<file path="src/rtl/na_wb_pkg.sv">
// Shared constants and FSM state encoding for the NA Wishbone initiator.
package na_wb_pkg;

  localparam logic [2:0] CTI_CLASSIC = 3'b000;
  localparam logic [2:0] CTI_INCR    = 3'b010;
  localparam logic [2:0] CTI_EOB     = 3'b111;
  localparam logic [1:0] BTE_LINEAR  = 2'b00;

  typedef enum logic [2:0] {
    S_IDLE       = 3'd0,
    S_BUS        = 3'd1,
    S_WDATA_WAIT = 3'd2,
    S_RETRY      = 3'd3,
    S_DRAIN      = 3'd4,
    S_DONE       = 3'd5
  } state_t;

endpackage

</file>
<file path="src/rtl/na_wb_watchdog.sv">
// Ack watchdog: counts strobed cycles without any slave response.
// Only instantiated when NA_WB_INITIATOR_TIMEOUT_EN is defined.
module na_wb_watchdog #(
  parameter int unsigned TIMEOUT_CYCLES = 1024
) (
  input  logic clk,
  input  logic rst_n,
  input  logic stb,
  input  logic resp,
  output logic expired
);
  localparam int CNT_W = $clog2(TIMEOUT_CYCLES + 1);

  logic [CNT_W-1:0] cnt_q, cnt_d;
  logic             waiting;

  assign waiting = stb && !resp;
  assign expired = waiting && (cnt_q == CNT_W'(TIMEOUT_CYCLES - 1));

  always_comb begin
    cnt_d = waiting ? cnt_q + CNT_W'(1) : '0;
  end

  always_ff @(posedge clk) begin
    if (!rst_n) cnt_q <= '0;
    else        cnt_q <= cnt_d;
  end
endmodule

</file>
<file path="src/rtl/na_wb_initiator.sv">
// Wishbone B3 burst master driven by a (adr, len, we) command stream.
// Optional ack watchdog enabled by defining NA_WB_INITIATOR_TIMEOUT_EN.
module na_wb_initiator
  import na_wb_pkg::*;
#(
  parameter int          MAX_BURST      = 16,
  parameter int          LEN_W          = $clog2(MAX_BURST + 1),
  parameter int          RETRY_WAIT     = 4,
  parameter int          MAX_RETRY      = 8,
  parameter int unsigned TIMEOUT_CYCLES = 1024
) (
  input  logic             clk,
  input  logic             rst_n,
  input  logic             cmd_valid,
  output logic             cmd_ready,
  input  logic             cmd_we,
  input  logic [31:0]      cmd_adr,
  input  logic [LEN_W-1:0] cmd_len,
  input  logic [31:0]      wdata,
  input  logic             wdata_valid,
  output logic             wdata_ready,
  output logic [31:0]      rdata,
  output logic             rdata_valid,
  output logic             done_valid,
  output logic             done_err,
  output logic             done_timeout,
  output logic [LEN_W-1:0] done_cnt,
  output logic [31:0]      wbm_adr_o,
  output logic [31:0]      wbm_dat_o,
  output logic [3:0]       wbm_sel_o,
  output logic             wbm_cyc_o,
  output logic             wbm_stb_o,
  output logic             wbm_we_o,
  output logic [2:0]       wbm_cti_o,
  output logic [1:0]       wbm_bte_o,
  input  logic             wbm_ack_i,
  input  logic             wbm_err_i,
  input  logic             wbm_rty_i,
  input  logic [31:0]      wbm_dat_i
);
  localparam int RTY_W  = $clog2(MAX_RETRY + 1);
  localparam int WAIT_W = $clog2(RETRY_WAIT + 1);

  state_t           state_q, state_d;
  logic [31:0]      adr_q, adr_d, dat_q, dat_d;
  logic [3:0]       sel_q, sel_d;
  logic             cyc_q, cyc_d, stb_q, stb_d, we_q, we_d;
  logic [2:0]       cti_q, cti_d;
  logic [LEN_W-1:0] len_q, len_d, beat_q, beat_d, drain_q, drain_d;
  logic [RTY_W-1:0] retry_q, retry_d;
  logic [WAIT_W-1:0] wait_q, wait_d;
  logic             err_q, err_d, tmo_q, tmo_d;
  logic             done_valid_q, done_valid_d, done_err_q, done_err_d;
  logic             done_tmo_q, done_tmo_d;
  logic [LEN_W-1:0] done_cnt_q, done_cnt_d;
  logic             timeout_hit, abort, last_beat, next_is_last;
  logic [LEN_W-1:0] remaining;
  logic             cmd_ready_c, wdata_ready_c, rdata_valid_c;

`ifdef NA_WB_INITIATOR_TIMEOUT_EN
  na_wb_watchdog #(.TIMEOUT_CYCLES(TIMEOUT_CYCLES)) u_watchdog (
    .clk     (clk),
    .rst_n   (rst_n),
    .stb     (stb_q),
    .resp    (wbm_ack_i | wbm_err_i | wbm_rty_i),
    .expired (timeout_hit)
  );
`else
  assign timeout_hit = 1'b0;
`endif

  assign last_beat    = (beat_q + LEN_W'(1)) == len_q;
  assign next_is_last = (beat_q + LEN_W'(2)) == len_q;
  // Words still queued upstream for this command, excluding the beat in flight.
  assign remaining    = len_q - beat_q - LEN_W'(1);

  always_comb begin
    state_d = state_q; adr_d = adr_q; dat_d = dat_q;
    cyc_d = cyc_q; stb_d = stb_q; we_d = we_q; cti_d = cti_q;
    len_d = len_q; beat_d = beat_q; drain_d = drain_q;
    retry_d = retry_q; wait_d = wait_q; err_d = err_q; tmo_d = tmo_q;
    cmd_ready_c = 1'b0; wdata_ready_c = 1'b0; rdata_valid_c = 1'b0;
    abort = 1'b0;
    case (state_q)
      S_IDLE: begin
        cmd_ready_c = 1'b1;
        if (cmd_valid) begin
          beat_d = '0; retry_d = '0; err_d = 1'b0; tmo_d = 1'b0;
          len_d  = cmd_len; adr_d = cmd_adr; we_d = cmd_we;
          cti_d  = (cmd_len == LEN_W'(1)) ? CTI_EOB : CTI_INCR;
          if (cmd_len == '0 || cmd_len > LEN_W'(MAX_BURST)) begin
            err_d = 1'b1; cti_d = CTI_CLASSIC; state_d = S_DONE;
          end else if (cmd_we && !wdata_valid) begin
            state_d = S_WDATA_WAIT;
          end else begin
            if (cmd_we) begin
              wdata_ready_c = 1'b1; dat_d = wdata;
            end
            cyc_d = 1'b1; stb_d = 1'b1; state_d = S_BUS;
          end
        end
      end
      S_BUS: begin
        if (wbm_err_i || timeout_hit) begin
          abort = 1'b1; tmo_d = timeout_hit;
        end else if (wbm_rty_i) begin
          retry_d = retry_q + RTY_W'(1);
          if (retry_d == RTY_W'(MAX_RETRY)) abort = 1'b1;
          else begin
            wait_d = '0; stb_d = 1'b0; state_d = S_RETRY;
          end
        end else if (wbm_ack_i) begin
          beat_d = beat_q + LEN_W'(1); adr_d = adr_q + 32'd4;
          retry_d = '0; rdata_valid_c = !we_q;
          if (last_beat) begin
            cyc_d = 1'b0; stb_d = 1'b0; cti_d = CTI_CLASSIC; state_d = S_DONE;
          end else begin
            cti_d = next_is_last ? CTI_EOB : CTI_INCR;
            if (we_q && wdata_valid) begin
              wdata_ready_c = 1'b1; dat_d = wdata;
            end else if (we_q) begin
              stb_d = 1'b0; state_d = S_WDATA_WAIT;
            end
          end
        end
        // Error, timeout and retry exhaustion share one abort path.
        if (abort) begin
          err_d = 1'b1; cyc_d = 1'b0; stb_d = 1'b0; cti_d = CTI_CLASSIC;
          if (we_q && remaining != '0) begin
            drain_d = remaining; state_d = S_DRAIN;
          end else state_d = S_DONE;
        end
      end
      S_WDATA_WAIT: begin
        wdata_ready_c = 1'b1;
        if (wdata_valid) begin
          dat_d = wdata; cyc_d = 1'b1; stb_d = 1'b1; state_d = S_BUS;
        end
      end
      S_RETRY: begin
        if (wait_q == WAIT_W'(RETRY_WAIT - 1)) begin
          stb_d = 1'b1; state_d = S_BUS;
        end else wait_d = wait_q + WAIT_W'(1);
      end
      S_DRAIN: begin
        wdata_ready_c = 1'b1;
        if (wdata_valid) begin
          drain_d = drain_q - LEN_W'(1);
          if (drain_q == LEN_W'(1)) state_d = S_DONE;
        end
      end
      S_DONE:  state_d = S_IDLE;
      default: state_d = S_IDLE;
    endcase
    sel_d        = stb_d ? 4'hF : 4'h0;
    done_valid_d = (state_d == S_DONE);
    done_err_d   = done_err_q;
    done_tmo_d   = done_tmo_q;
    done_cnt_d   = done_cnt_q;
    if (state_d == S_DONE) begin
      done_err_d = err_d; done_tmo_d = tmo_d; done_cnt_d = beat_d;
    end
  end

  always_ff @(posedge clk) begin
    if (!rst_n) begin
      state_q <= S_IDLE; adr_q <= '0; dat_q <= '0; sel_q <= '0;
      cyc_q <= 1'b0; stb_q <= 1'b0; we_q <= 1'b0; cti_q <= CTI_CLASSIC;
      len_q <= '0; beat_q <= '0; drain_q <= '0; retry_q <= '0; wait_q <= '0;
      err_q <= 1'b0; tmo_q <= 1'b0;
      done_valid_q <= 1'b0; done_err_q <= 1'b0; done_tmo_q <= 1'b0; done_cnt_q <= '0;
    end else begin
      state_q <= state_d; adr_q <= adr_d; dat_q <= dat_d; sel_q <= sel_d;
      cyc_q <= cyc_d; stb_q <= stb_d; we_q <= we_d; cti_q <= cti_d;
      len_q <= len_d; beat_q <= beat_d; drain_q <= drain_d;
      retry_q <= retry_d; wait_q <= wait_d; err_q <= err_d; tmo_q <= tmo_d;
      done_valid_q <= done_valid_d; done_err_q <= done_err_d;
      done_tmo_q <= done_tmo_d; done_cnt_q <= done_cnt_d;
    end
  end

  // Handshake outputs are held low while reset is asserted.
  assign cmd_ready    = rst_n && cmd_ready_c;
  assign wdata_ready  = rst_n && wdata_ready_c;
  assign rdata_valid  = rst_n && rdata_valid_c;
  assign rdata        = rdata_valid ? wbm_dat_i : 32'h0;
  assign done_valid   = done_valid_q;
  assign done_err     = done_err_q;
  assign done_timeout = done_tmo_q;
  assign done_cnt     = done_cnt_q;
  assign wbm_adr_o    = adr_q;
  assign wbm_dat_o    = dat_q;
  assign wbm_sel_o    = sel_q;
  assign wbm_cyc_o    = cyc_q;
  assign wbm_stb_o    = stb_q;
  assign wbm_we_o     = we_q;
  assign wbm_cti_o    = cti_q;
  assign wbm_bte_o    = BTE_LINEAR;
endmodule

</file>
<file path="config.mk">
export PLATFORM = sky130hd
export DESIGN_NAME = na_wb_initiator
export DESIGN_NICKNAME = d
export VERILOG_FILES = /design/src/rtl/na_wb_pkg.sv /design/src/rtl/na_wb_watchdog.sv /design/src/rtl/na_wb_initiator.sv
export SDC_FILE = /design/constraint.sdc
export NUM_CORES = 1
export LEC_CHECK = 0
export ABC_CLOCK_PERIOD_IN_PS = 4500
export CORE_UTILIZATION = 35
export DETAILED_ROUTE_END_ITERATION = 10
export PLACE_DENSITY_LB_ADDON = 0.05
export SLEW_MARGIN = 20
export SYNTH_ARGS = -nofsm -noshare
export SYNTH_HDL_FRONTEND = slang
export SYNTH_SLANG_ARGS = --single-unit
</file>
<file path="constraint.sdc">
create_clock -name clk -period 4.5 [get_ports clk]
set_input_delay 0.9 -clock clk [delete_from_list [all_inputs] [get_ports clk]]
set_output_delay 0.9 -clock clk [all_outputs]
set_load 0.03 [all_outputs]
</file>
==> summary.md <==
In the final layout, flip-flops and latches occupy 0.00208 mm^2. Dividing total power by cell area gives a power density of 361 mW/mm^2. STA classifies the critical path startpoint as an input port.

The floorplan step defined a core boundary enclosing 0.0165 mm^2. The commonest cells after synthesis are sky130_fd_sc_hd__dfxtp_1 (104), sky130_fd_sc_hd__nand2_1 (100), sky130_fd_sc_hd__nor2_1 (68). In this run the number of H-tree levels came out at 3.

The tools report the post-synthesis cell area as 0.00591 mm^2. Cell with the largest stage delay on the worst path: sky130_fd_sc_hd__clkdlybuf4s50_1. The most common cell in the synthesized netlist was sky130_fd_sc_hd__dfxtp_1. Summing all placed instances gives a cell area of 0.00820 mm^2. In this run the critical register-to-register path is captured at drain_q[2]. At the end of the flow, the number of nets in the layout was 1095. The post-CTS setup-driven buffer insertion count was 0; the worst-margin pin slew was 0.908 ns. Once layout is done, the placed cells without fillers occupy 0.00851 mm^2. Synthesis inferred 104 register bits. Walking the worst path, the cells encountered are clkdlybuf4s50_1 -> nor4_2 -> xnor2_1 -> o22ai_1 -> nor2_1 -> nor2_1 -> clkdlybuf4s50_1. The fraction of registers with async set/reset is 0%, and the number of warnings issued by yosys is 0. Setup repair after global routing left no endpoint under its margin. The total of cells resized after clock tree synthesis was 0; the height of the die was 132 um. The clock latency on the worst-skew pair was 0.36 ns; the post-CTS clock slew at the launch and capture registers of the worst setup and hold paths was 0.08 ns.

The tools report the distinct cell type count of the synthesized netlist as 75. TritonCTS built the clock tree. The end point of the critical path is wdata_ready. The routed design could run at a clock period as short as 3.89 ns. Share of cells above drive strength 1: 9.11%. By area the synthesized netlist is led by sky130_fd_sc_hd__dfxtp_1 (35%), sky130_fd_sc_hd__nand2_1 (6.3%), sky130_fd_sc_hd__a21oi_1 (5.2%), sky130_fd_sc_hd__nand3_1 (5.2%), sky130_fd_sc_hd__and2_1 (4.3%). The share of the Yosys chip area taken by registers is 35.2%.

The tool flagged a number of max-cap violations equal to 0. Of the post-synthesis cell area, the dominant cell type holds 35.2%. The per-cell via count in the routed design is 5.13, and the static leakage power is 3.18 nW. The run gives 5 as the first-pass detailed-route iteration total. Input and output buffers added on the ports amount to 225. Row generation in the floorplan step produced 47 rows. Share of the synthesized area in compound gates (AO/OA/AOI/OAI): 20.7%.

The combinational family with the most area after synthesis is simple AND/OR/NAND/NOR gates. On the worst path, the slowest cell contributes a delay of 0.67 ns. Of the total synthesized cell area, the portion taken by AND, OR, NAND and NOR gates is 29.8%. The tools report the number of max-slew violations in the final report as 0. The critical register-to-register path startpoint is beat_q[2]. The kind of critical path is input port to primary output. After detailed routing, the average wire length per cell comes to 15.2 um.

The aggregate global routing overflow was 0; the top fanout value on the critical path was 4. The number of cell instances on the worst register-to-register path was 9; the I/O pin count was 228. The number of antenna diodes in the final layout is 0. Global routing used 20.7% of the available tracks. The worst pin sits at a relative slew slack of 39.0%. Data arrives at the worst endpoint at 2.99 ns. The die covers 0.0174 mm^2. Across the VDD grid, the largest voltage drop is 0.199 mV.

STA puts the critical path data required time at 3.60 ns. Hold buffer count at cts: 0. The multi-input combinational cells in the finished layout cover a total of 0.00350 mm^2. The run gives 76 as the pin count of the biggest net entering global routing. Clock tree synthesis selected as its root buffer the cell sky130_fd_sc_hd__clkbuf_16. Dividing the final minimum period by the clock period gives 86.5%.

The die is 132 um wide. The congestion estimate from routability-driven global placement came to 0.846. The tools report the number of global-route vias before repair as 5498. The maximum achievable frequency is 257 MHz.

The synthesized netlist devotes 2.33% of its cell area to XOR and XNOR gates. Once the floorplan was initialized, standard cells occupied 35.8% of the core. The worst min-delay path category was flip-flop to flip-flop. The initial antenna violation count was 0; the portion of netlist area occupied by mux cells was 2.67%. sky130_fd_sc_hd__dfxtp_1 takes more of the synthesized area than any other cell. The number of enable flip-flop cells after synthesis was 0. The worst setup path is captured at a primary output. In this run, CTS created clock tree buffers numbering 9. For the reg2reg setup slack, the log shows 1.56 ns. A synthesized cell averages 7.55 um^2. The run gives 783 as the number of instances in the synthesized netlist. The share of synthesized cell area in full adder, half adder and majority cells was 3.09%; the clock sink count was 104. Among all flip-flop cells after synthesis, the most frequent one is sky130_fd_sc_hd__dfxtp_1. The flow ran to the end, and the final reports show no timing, DRC or antenna violations.

The via count is 6137, and the DRC violation total after the first TritonRoute iteration is 391. In the routed design, unresolved DRC markers number 0. The most critical setup path has its startpoint at cmd_len[0].

For the final database, setup skew stands at 0.0109 ns. The first global-routing pass estimated 29.2 mm of wire. In this run the remaining antenna-violating nets after routing total 0. From synthesis to final layout, the design area changed by 43.9%. The clock passes through at most 2 buffers.

After legalization and detailed placement, the total HPWL measured 12.7 mm. Setup violations remaining at the end of the flow were counted as 0. Number of filler cells placed in the layout: 1600.

For the final routed wirelength across all metal layers, the log shows 18.3 mm. The logs give 0 for the final hold violation count and 0 ns for the final-layout setup total negative slack.
## routing by layer
layer	global-route usage, %	routed length (um)
met1	29.6	8770
met2	31.2	7980
met3	3.81	1170
met4	6.98	331
met5	0	0
## metrics by stage
stage | hold WS [ns] | util, % | setup slack (ns) | std cells | power, mW
after floorplan | 0.421 | - | 1.02 | 784 | 1.85
after global placement | 0.435 | 49.6 | 0.681 | 1181 | 2.29
after detailed placement | 0.439 | 49.6 | 0.642 | 1181 | 2.28
after CTS | 0.452 | 51.5 | 0.628 | 1197 | 3.10
after global routing | 0.471 | 51.5 | 0.467 | 1197 | 3.25
final | 0.448 | 51.5 | 0.609 | 1197 | 3.07
## cells in the final DEF, fill, tap and decap left out, types with 22 or more instances in the layout
| cell type | count |
|---|---|
| sky130_fd_sc_hd__clkdlybuf4s50_1 | 191 |
| sky130_fd_sc_hd__dfxtp_1 | 104 |
| sky130_fd_sc_hd__nand2_1 | 100 |
| sky130_fd_sc_hd__nor2_1 | 66 |
| sky130_fd_sc_hd__nand3_1 | 61 |
| sky130_fd_sc_hd__a21oi_1 | 61 |
| sky130_fd_sc_hd__buf_4 | 47 |
| sky130_fd_sc_hd__o21ai_0 | 42 |
| sky130_fd_sc_hd__and2_1 | 41 |
| sky130_fd_sc_hd__o21ai_1 | 32 |
| sky130_fd_sc_hd__inv_1 | 22 |
## where the power goes
| group | leakage, nW | internal (mW) | switching (mW) |
|---|---|---|---|
| combinational | 2.18 | 0.466 | 0.647 |
| sequential | 0.849 | 1.03 | 0.121 |
| clock | 0.150 | 0.399 | 0.409 |
| total | 3.18 | 1.89 | 1.18 |
## final cells by class
type / count / area share, %
Inverter: 22 / 0.970
Tap cell: 220 / 3.23
Clock inverter: 7 / 0.956
Timing Repair Buffer: 238 / 26.6
Multi-Input combinational cell: 597 / 41.1
Sequential cell: 104 / 24.5
Clock buffer: 9 / 2.65
## critical path: cells and delay by family
family / cells / cell delay (ns)
compound gates: 1 / 0.16
xor+xnor: 1 / 0.21
simple gates: 3 / 0.57
buf+inv: 2 / 1.13
## sequential cells by signal, summed over array words and instances (netlist names), 2 cells and up, named ones only
signal / count
wbm_dat_o: 32
done_cnt: 5
len_q: 5
wbm_adr_o: 32
beat_q: 5
state_q: 3
drain_q: 5
retry_q: 4
wbm_cti_o: 2
wait_q: 3
## logic make-up (layout without fill, tap and decap cells)
family	Yosys count	after routing
and+or+nand+nor	351	351
buffers and inverters	83	276
xor gates and xnor gates	14	14
adders and majority gates	14	14
muxes	14	14
AOI/OAI and AO/OA	202	202
other	1	2
DFF	104	104
## worst min-delay path by stage
stage	end	slack [ns]	depth (start not counted)	from
2_1_floorplan	tmo_q	0.42	2	tmo_q
3_3_place_gp	wbm_dat_o[20]	0.44	2	wbm_dat_o[20]
3_5_place_dp	wbm_dat_o[7]	0.44	2	wbm_dat_o[7]
4_1_cts	wbm_dat_o[7]	0.45	2	wbm_dat_o[7]
5_1_grt	wbm_dat_o[5]	0.47	2	wbm_dat_o[5]
6_report	wbm_dat_o[23]	0.45	2	wbm_dat_o[23]
No activity file was read; power rests on OpenSTA's default activity.
